--- src/rtl/product_accum_ctrl_pkg.sv ---
// Shared types and default sizing for the product/accumulator tile controller.
package product_accum_ctrl_pkg;

    // Default maximum number of partial-product slices in one tile.
    localparam int K_MAX_DEF   = 256;
    // Default width of the completed-tile counter.
    localparam int TILE_CW_DEF = 16;
    // Width needed to hold a slice count of 0..K_MAX_DEF inclusive.
    localparam int KW          = $clog2(K_MAX_DEF + 1);

    // Controller phases: waiting for a config, stepping slices, holding a result.
    typedef enum logic [1:0] {
        IDLE  = 2'd0,
        ACCUM = 2'd1,
        DONE  = 2'd2
    } state_t;

endpackage

--- src/rtl/product_accum_ctrl_if.sv ---
// Handshake bundle between the tile scheduler, multiplier array, product
// register array and downstream consumer on one side, and the controller on
// the other. The controller uses the slave view; its environment uses master.
interface product_accum_ctrl_if
    import product_accum_ctrl_pkg::*;
#(
    parameter int KW_P    = KW,
    parameter int TILE_CW = TILE_CW_DEF
);
    // Tile config side
    logic               cfg_valid;
    logic               cfg_ready;
    logic [KW_P-1:0]    cfg_klen;
    // Multiplier slice side
    logic               mul_valid;
    logic               mul_ready;
    // Product register array strobes
    logic               acc_clr;
    logic               acc_en;
    // Control and result side
    logic               abort;
    logic               res_valid;
    logic               res_ready;
    logic               busy;
    logic [TILE_CW-1:0] tile_cnt;

    modport slave (
        input  cfg_valid,
        input  cfg_klen,
        input  mul_valid,
        input  abort,
        input  res_ready,
        output cfg_ready,
        output mul_ready,
        output acc_clr,
        output acc_en,
        output res_valid,
        output busy,
        output tile_cnt
    );

    modport master (
        output cfg_valid,
        output cfg_klen,
        output mul_valid,
        output abort,
        output res_ready,
        input  cfg_ready,
        input  mul_ready,
        input  acc_clr,
        input  acc_en,
        input  res_valid,
        input  busy,
        input  tile_cnt
    );

endinterface

--- src/rtl/product_accum_ctrl.sv ---
// Sequencer for the product/accumulator register array over one output tile.
// Takes a tile length from the scheduler, steps that many multiplier slices
// into the array (first slice overwrites, the rest accumulate), then holds the
// finished tile until downstream takes it. Back-to-back tiles can chain
// straight from DONE into ACCUM without an IDLE bubble.
module product_accum_ctrl
    import product_accum_ctrl_pkg::*;
#(
    parameter int K_MAX   = K_MAX_DEF,
    parameter int TILE_CW = TILE_CW_DEF
)(
    input  logic                 clk,
    input  logic                 rst,
    product_accum_ctrl_if.slave  bus
);

    // Slice counter / tile length width for this instance.
    localparam int KW_L = $clog2(K_MAX + 1);

    state_t              state_q,    state_d;
    logic [KW_L-1:0]     cnt_q,      cnt_d;
    logic [KW_L-1:0]     klen_q,     klen_d;
    logic [TILE_CW-1:0]  tile_cnt_q, tile_cnt_d;

    logic                cfg_ready;
    logic                mul_ready;
    logic                acc_en;
    logic                acc_clr;
    logic                res_valid;
    logic [KW_L-1:0]     cfg_klen_eff;
    logic                slice_last;

    // Normalise the offered tile length: zero means one slice, and anything
    // beyond the array's depth is clamped so the counter can never overrun.
    always_comb begin
        cfg_klen_eff = bus.cfg_klen;
        if (bus.cfg_klen == '0) begin
            cfg_klen_eff = KW_L'(1);
        end else if (bus.cfg_klen > KW_L'(K_MAX)) begin
            cfg_klen_eff = KW_L'(K_MAX);
        end
    end

    // The slice being offered now is the final one of the tile.
    assign slice_last = (cnt_q == (klen_q - KW_L'(1)));

    // Next-state and output decode; abort is applied last so it overrides
    // whatever the phase logic decided this cycle.
    always_comb begin
        state_d    = state_q;
        cnt_d      = cnt_q;
        klen_d     = klen_q;
        tile_cnt_d = tile_cnt_q;
        cfg_ready  = 1'b0;
        mul_ready  = 1'b0;
        acc_en     = 1'b0;
        acc_clr    = 1'b0;
        res_valid  = 1'b0;

        unique case (state_q)
            IDLE: begin
                cfg_ready = 1'b1;
                if (bus.cfg_valid) begin
                    klen_d  = cfg_klen_eff;
                    cnt_d   = '0;
                    state_d = ACCUM;
                end
            end

            ACCUM: begin
                mul_ready = 1'b1;
                acc_en    = bus.mul_valid;
                // First slice of a tile replaces stale array contents.
                acc_clr   = bus.mul_valid && (cnt_q == '0);
                if (bus.mul_valid) begin
                    cnt_d = cnt_q + KW_L'(1);
                    if (slice_last) begin
                        state_d = DONE;
                    end
                end
            end

            DONE: begin
                // Array already holds the completed tile; keep it frozen.
                res_valid = 1'b1;
                cfg_ready = bus.res_ready;
                if (bus.res_ready) begin
                    tile_cnt_d = tile_cnt_q + TILE_CW'(1);
                    if (bus.cfg_valid) begin
                        // Chain the next tile with no IDLE bubble.
                        klen_d  = cfg_klen_eff;
                        cnt_d   = '0;
                        state_d = ACCUM;
                    end else begin
                        state_d = IDLE;
                    end
                end
            end

            default: begin
                state_d = IDLE;
                cnt_d   = '0;
            end
        endcase

        if (bus.abort) begin
            state_d    = IDLE;
            cnt_d      = '0;
            klen_d     = klen_q;
            tile_cnt_d = tile_cnt_q;
            acc_en     = 1'b0;
            acc_clr    = 1'b0;
            cfg_ready  = 1'b0;
        end
    end

    // Controller state: phase, slice count, latched tile length, tile counter.
    always_ff @(posedge clk or posedge rst) begin
        if (rst) begin
            state_q    <= IDLE;
            cnt_q      <= '0;
            klen_q     <= KW_L'(1);
            tile_cnt_q <= '0;
        end else begin
            state_q    <= state_d;
            cnt_q      <= cnt_d;
            klen_q     <= klen_d;
            tile_cnt_q <= tile_cnt_d;
        end
    end

    assign bus.cfg_ready = cfg_ready;
    assign bus.mul_ready = mul_ready;
    assign bus.acc_en    = acc_en;
    assign bus.acc_clr   = acc_clr;
    assign bus.res_valid = res_valid;
    assign bus.busy      = (state_q != IDLE);
    assign bus.tile_cnt  = tile_cnt_q;

endmodule
--- src/flat_wrapper.sv ---
// flat-port wrapper written by rule: the top's interface ports become plain ports
module product_accum_ctrl_flat import product_accum_ctrl_pkg::*;
#(
    parameter int K_MAX   = K_MAX_DEF,
    parameter int TILE_CW = TILE_CW_DEF
)
  (clk, rst, bus_cfg_valid, bus_cfg_klen, bus_mul_valid, bus_abort, bus_res_ready, bus_cfg_ready, bus_mul_ready, bus_acc_clr, bus_acc_en, bus_res_valid, bus_busy, bus_tile_cnt);
  product_accum_ctrl_if #(.TILE_CW(TILE_CW)) bus_i ();
  input  logic clk;
  input  logic rst;
  input wire logic [$bits(bus_i.cfg_valid)-1:0] bus_cfg_valid;
  input wire logic [$bits(bus_i.cfg_klen)-1:0] bus_cfg_klen;
  input wire logic [$bits(bus_i.mul_valid)-1:0] bus_mul_valid;
  input wire logic [$bits(bus_i.abort)-1:0] bus_abort;
  input wire logic [$bits(bus_i.res_ready)-1:0] bus_res_ready;
  output wire logic [$bits(bus_i.cfg_ready)-1:0] bus_cfg_ready;
  output wire logic [$bits(bus_i.mul_ready)-1:0] bus_mul_ready;
  output wire logic [$bits(bus_i.acc_clr)-1:0] bus_acc_clr;
  output wire logic [$bits(bus_i.acc_en)-1:0] bus_acc_en;
  output wire logic [$bits(bus_i.res_valid)-1:0] bus_res_valid;
  output wire logic [$bits(bus_i.busy)-1:0] bus_busy;
  output wire logic [$bits(bus_i.tile_cnt)-1:0] bus_tile_cnt;
  assign bus_i.cfg_valid = bus_cfg_valid;
  assign bus_i.cfg_klen = bus_cfg_klen;
  assign bus_i.mul_valid = bus_mul_valid;
  assign bus_i.abort = bus_abort;
  assign bus_i.res_ready = bus_res_ready;
  assign bus_cfg_ready = bus_i.cfg_ready;
  assign bus_mul_ready = bus_i.mul_ready;
  assign bus_acc_clr = bus_i.acc_clr;
  assign bus_acc_en = bus_i.acc_en;
  assign bus_res_valid = bus_i.res_valid;
  assign bus_busy = bus_i.busy;
  assign bus_tile_cnt = bus_i.tile_cnt;
  product_accum_ctrl #(.K_MAX(K_MAX), .TILE_CW(TILE_CW)) u_core (.clk(clk), .rst(rst), .bus(bus_i));
endmodule
--- config.mk ---
export PLATFORM = sky130hd
export DESIGN_NAME = product_accum_ctrl_flat
export DESIGN_NICKNAME = d
export VERILOG_FILES = /design/src/rtl/product_accum_ctrl_pkg.sv /design/src/rtl/product_accum_ctrl_if.sv /design/src/rtl/product_accum_ctrl.sv /design/src/flat_wrapper.sv
export SDC_FILE = /design/constraint.sdc
export NUM_CORES = 1
export LEC_CHECK = 0
export BUFFER_PORTS_ARGS = -buffer_cell sky130_fd_sc_hd__buf_2
export CAP_MARGIN = 20
export CORE_AREA = 2 2 89 91
export CTS_CLUSTER_SIZE = 30
export DETAILED_ROUTE_END_ITERATION = 8
export DIE_AREA = 0 0 91 93
export GPL_TIMING_DRIVEN = 0
export HOLD_SLACK_MARGIN = 0.03
export PLACE_DENSITY = 0.48
export SLEW_MARGIN = 40
export SYNTH_ARGS = -nofsm -noshare
export SYNTH_HDL_FRONTEND = slang
export SYNTH_SLANG_ARGS = --single-unit
--- constraint.sdc ---
create_clock -name clk -period 4.1 [get_ports clk]
set_input_delay 0.205 -clock clk [delete_from_list [all_inputs] [get_ports clk]]
set_output_delay 0.205 -clock clk [all_outputs]
set_load 0.005 [all_outputs]
==> results by group <==
Status
  • Run status: finished clean

Power and ir drop
  • Total leakage power: 1.20 nW
  • Maximum VDD drop: 0.122 mV
  • Power density over cell area: 332 nW/um^2

Worst setup path
  • Startpoint of the worst-slack reg-to-reg timing path: u_core.klen_q[0]
  • Worst Path Required: 3.89 ns
  • Crit start category: register
  • Endpoint type of the worst setup path: output port
  • R2r worst-path depth: 8
  • Beginning of the critical path: u_core.state_q[1]
  • Kind of critical path: register to output port
  • Critical path destination: bus_acc_clr
  • Critical Path Fanout Max: 10
  • Arr. time, crit path: 2.27 ns
  • Setup slack, reg-to-reg: 1.88 ns
  • Destination of the worst register-to-register timing path: u_core.state_q[0]

Synth
  • Net count of the mapped netlist: 241
  • Area fraction in and, or, nand and nor cells after synthesis: 26.4%
  • Compound-gate portion of the synthesized area: 10.6%
  • #FFs+latches synth: 36
  • Post-synthesis cell type count: 50
  • Fraction of the mapped netlist area in adder cells: 2.36%
  • Number of enable-type register cells in the synthesized netlist: 0
  • Yosys warning count: 0
  • Share of flip-flops with an asynchronous set or reset after synthesis: 100%
  • Per-instance average area after synthesis: 9.55 um^2
  • Area share of xor/xnor cells in the synthesized design: 10.3%
  • Sequential element share of the synthesized area: 42.6%
  • Prevailing post-synth register cell: sky130_fd_sc_hd__dfrtp_1
  • Instance count of the mapped netlist: 222
  • Cell area after synthesis: 2120 um^2
  • Share of cell area taken by muxes after synthesis: 3.48%
  • Largest family of logic cells by synthesized area: simple AND/OR/NAND/NOR gates

STA
  • Worst slew margin: 57.1%
  • Number of pins exceeding their max-slew limit in the final report: 0
  • Clock tree skew after final layout: 0.00261 ns
  • # setup viols final: 0
  • Setup Total Neg Slack: 0 ns
  • Minimum clock period: 2.48 ns
  • Setup repair after global routing missed its margin: no
  • Post-route clock period utilization: 60.5%
  • Maximum clock frequency: 0.403 GHz
  • Total count of hold-check failures in the final report: 0
  • Transition time at the pin with the least slew margin: 0.643 ns

Floorplanning
  • Die Y-Extent: 93 um
  • Effective utilization at floorplan: 28.2%
  • I/O pin count: 37
  • Width of the chip: 91 um
  • Overall die area: 8460 um^2
  • Number of rows in the core area: 32
  • Core Area: 7530 um^2

Route
  • Vias after detailed routing: 1,702
  • Wire length per cell after detailed routing: 12.4 um
  • Post-detailed-routing wire length: 4.56 mm
  • Residual DRC count: 0
  • Via/cell ratio: 4.61
  • Detail Route Antenna Nets: 0
  • First-pass detailed-route iteration total: 4
  • Iter 0 DRT Violations: 95

Clock network
  • Clock buffer depth: 2
  • Setup fix buffers added after clock tree synthesis: 0
  • CTS tree: yes
  • PostCTS Resize Cnt: 0
  • Clock-pin transition on the worst setup and hold timing paths: 0.07 ns
  • Root buf cell: sky130_fd_sc_hd__clkbuf_8
  • Insertion delay of the later-clocked pin in the worst-skew pair: 0.28 ns
  • Clock sinks: 36
  • Num CTS Buffers: 5
  • H-tree levels: 2

Placed design
  • Placed cell area: 2450 um^2
  • Final HPWL DP: 3.49 mm
  • RD Place Congestion: 0.783
  • I/O Buffers: 35

Finish
  • Layout cell share with drive strength beyond 1: 24.0%
  • Non-Filler Cell Area, Final: 2570 um^2
  • Ant. Diodes: 0
  • Number of nets at the end of the flow: 285
  • Most common cell after layout, fill and taps aside: sky130_fd_sc_hd__buf_2
  • Layout Area Growth over Synthesis: 21.1%
  • Leading cell types in the layout, fill and taps excluded: 37 x sky130_fd_sc_hd__buf_2, 35 x sky130_fd_sc_hd__dfrtp_1, 25 x sky130_fd_sc_hd__nand2_1, 14 x sky130_fd_sc_hd__nand2b_1, 13 x sky130_fd_sc_hd__xor2_1

Global route
  • Number of global-route vias before repair: 1,607
  • Wire length of the first global-routing pass: 7.87 mm
  • Initial antenna violation count: 0
  • Overflow after GRT: 0
  • GRT Resource Usage Total: 11.5%
  • Largest net degree at the start of global routing: 20

Worst hold path
  • Path class of the lowest-slack min-delay path: input pin to register

Job
  • Max capacitance violation total: 0
## logic make-up after synthesis
kind of cell	after synthesis
fa+ha+maj	4
buf+inv	20
compound gates	33
simple gates	97
flops	36
mux	7
xor+xnor	25
## Yosys cell counts, types with 3 or more instances
master,count,area share [%]
sky130_fd_sc_hd__dfrtp_1,35,41
sky130_fd_sc_hd__nand2_1,25,4.4
sky130_fd_sc_hd__nand2b_1,14,4.1
sky130_fd_sc_hd__xor2_1,13,5.4
sky130_fd_sc_hd__xnor2_1,12,5.0
sky130_fd_sc_hd__inv_1,11,1.9
sky130_fd_sc_hd__nor2_1,10,1.8
sky130_fd_sc_hd__o21ai_0,10,2.4
sky130_fd_sc_hd__nor3_1,9,2.1
sky130_fd_sc_hd__a21oi_1,6,1.4
sky130_fd_sc_hd__nand4_1,6,1.8
sky130_fd_sc_hd__nor4_1,6,1.8
sky130_fd_sc_hd__nand3_1,5,1.2
sky130_fd_sc_hd__clkbuf_1,4,0.71
sky130_fd_sc_hd__ha_1,4,2.4
sky130_fd_sc_hd__mux2i_1,4,1.9
sky130_fd_sc_hd__or2_2,4,1.2
sky130_fd_sc_hd__and3_1,3,0.89
sky130_fd_sc_hd__mux2_2,3,1.6
## area by class of cell
type | instances | area (um^2)
flip-flops and latches | 36 | 902
well taps | 102 | 128
multi-input cells | 166 | 1130
repair buffers | 37 | 213
plain buffers | 9 | 47.5
fillers | 815 | 4960
clock buffers | 6 | 72.6
inverters | 11 | 41.3
clock inverters | 2 | 35.0
## metal layers
| metal | part of all wire (%) | vias up | routed length [um] | global-route usage (%) |
|---|---|---|---|---|
| met4 | 1.2 | 0 | 54 | 3.41 |
| met3 | 2.9 | 5 | 134 | 2.74 |
| met1 | 49 | 814 | 2220 | 15.4 |
| met5 | 0 | - | 0 | 0 |
| met2 | 47 | 23 | 2160 | 18.6 |
| li1 | - | 860 | - | - |
## worst min path at each step
stage / slack, ns / depth (start not counted) / endpoint / startpoint
floorplan: 0.27 / 1 / u_core.klen_q[0] / bus_cfg_klen[8]
detailed placement: 0.24 / 2 / u_core.bus.tile_cnt[12] / rst
finish: 0.16 / 2 / u_core.klen_q[0] / bus_cfg_klen[8]
global placement: 0.45 / 1 / u_core.bus.tile_cnt[15] / u_core.bus.tile_cnt[15]
global route: 0.17 / 2 / u_core.klen_q[0] / bus_cfg_klen[8]
CTS: 0.16 / 2 / u_core.klen_q[0] / bus_cfg_klen[8]
## what timing repair did
action                                  in CTS  in global routing
hold endpoints to repair                    17                  0
hold buffers                                 1                  0
endpoints found under the setup margin       0                  0
## flip-flops by register name, indices dropped and copies added, names as in the netlist
| signal | count |
|---|---|
| u_core.bus.tile_cnt | 16 |
| u_core.state_q | 2 |
| u_core.cnt_q | 9 |
| u_core.klen_q | 9 |
## critical path, cell delays in order (launching register included)
cell and delay (ns):
sky130_fd_sc_hd__dfrtp_1 0.45, sky130_fd_sc_hd__nand2b_1 0.31, sky130_fd_sc_hd__or2_2 0.38, sky130_fd_sc_hd__a21oi_2 0.23, sky130_fd_sc_hd__buf_2 0.25, sky130_fd_sc_hd__nor4_1 0.08
sky130_fd_sc_hd__and3_1 0.17, sky130_fd_sc_hd__buf_2 0.12
## report_power, final
part | total, mW | switching (mW) | leakage [nW] | internal (mW)
registers | 0.397 | 0.0238 | 0.479 | 0.373
clock network | 0.307 | 0.127 | 0.0552 | 0.180
logic | 0.149 | 0.0785 | 0.669 | 0.0705
## per-stage QoR
step | hold WS (ns) | setup slack, ns | power (mW) | cells | utilization (%)
finish | 0.157 | 1.62 | 0.854 | 369 | 34.1
global route | 0.169 | 1.44 | 0.906 | 369 | 34.1
CTS | 0.158 | 1.61 | 0.869 | 369 | 34.1
detailed placement | 0.240 | 1.85 | 0.555 | 360 | 32.5
global placement | 0.453 | 1.88 | 0.549 | 359 | 32.2
floorplan | 0.268 | 2.07 | 0.510 | 222 | -
No activity file was read; power rests on OpenSTA's default activity.
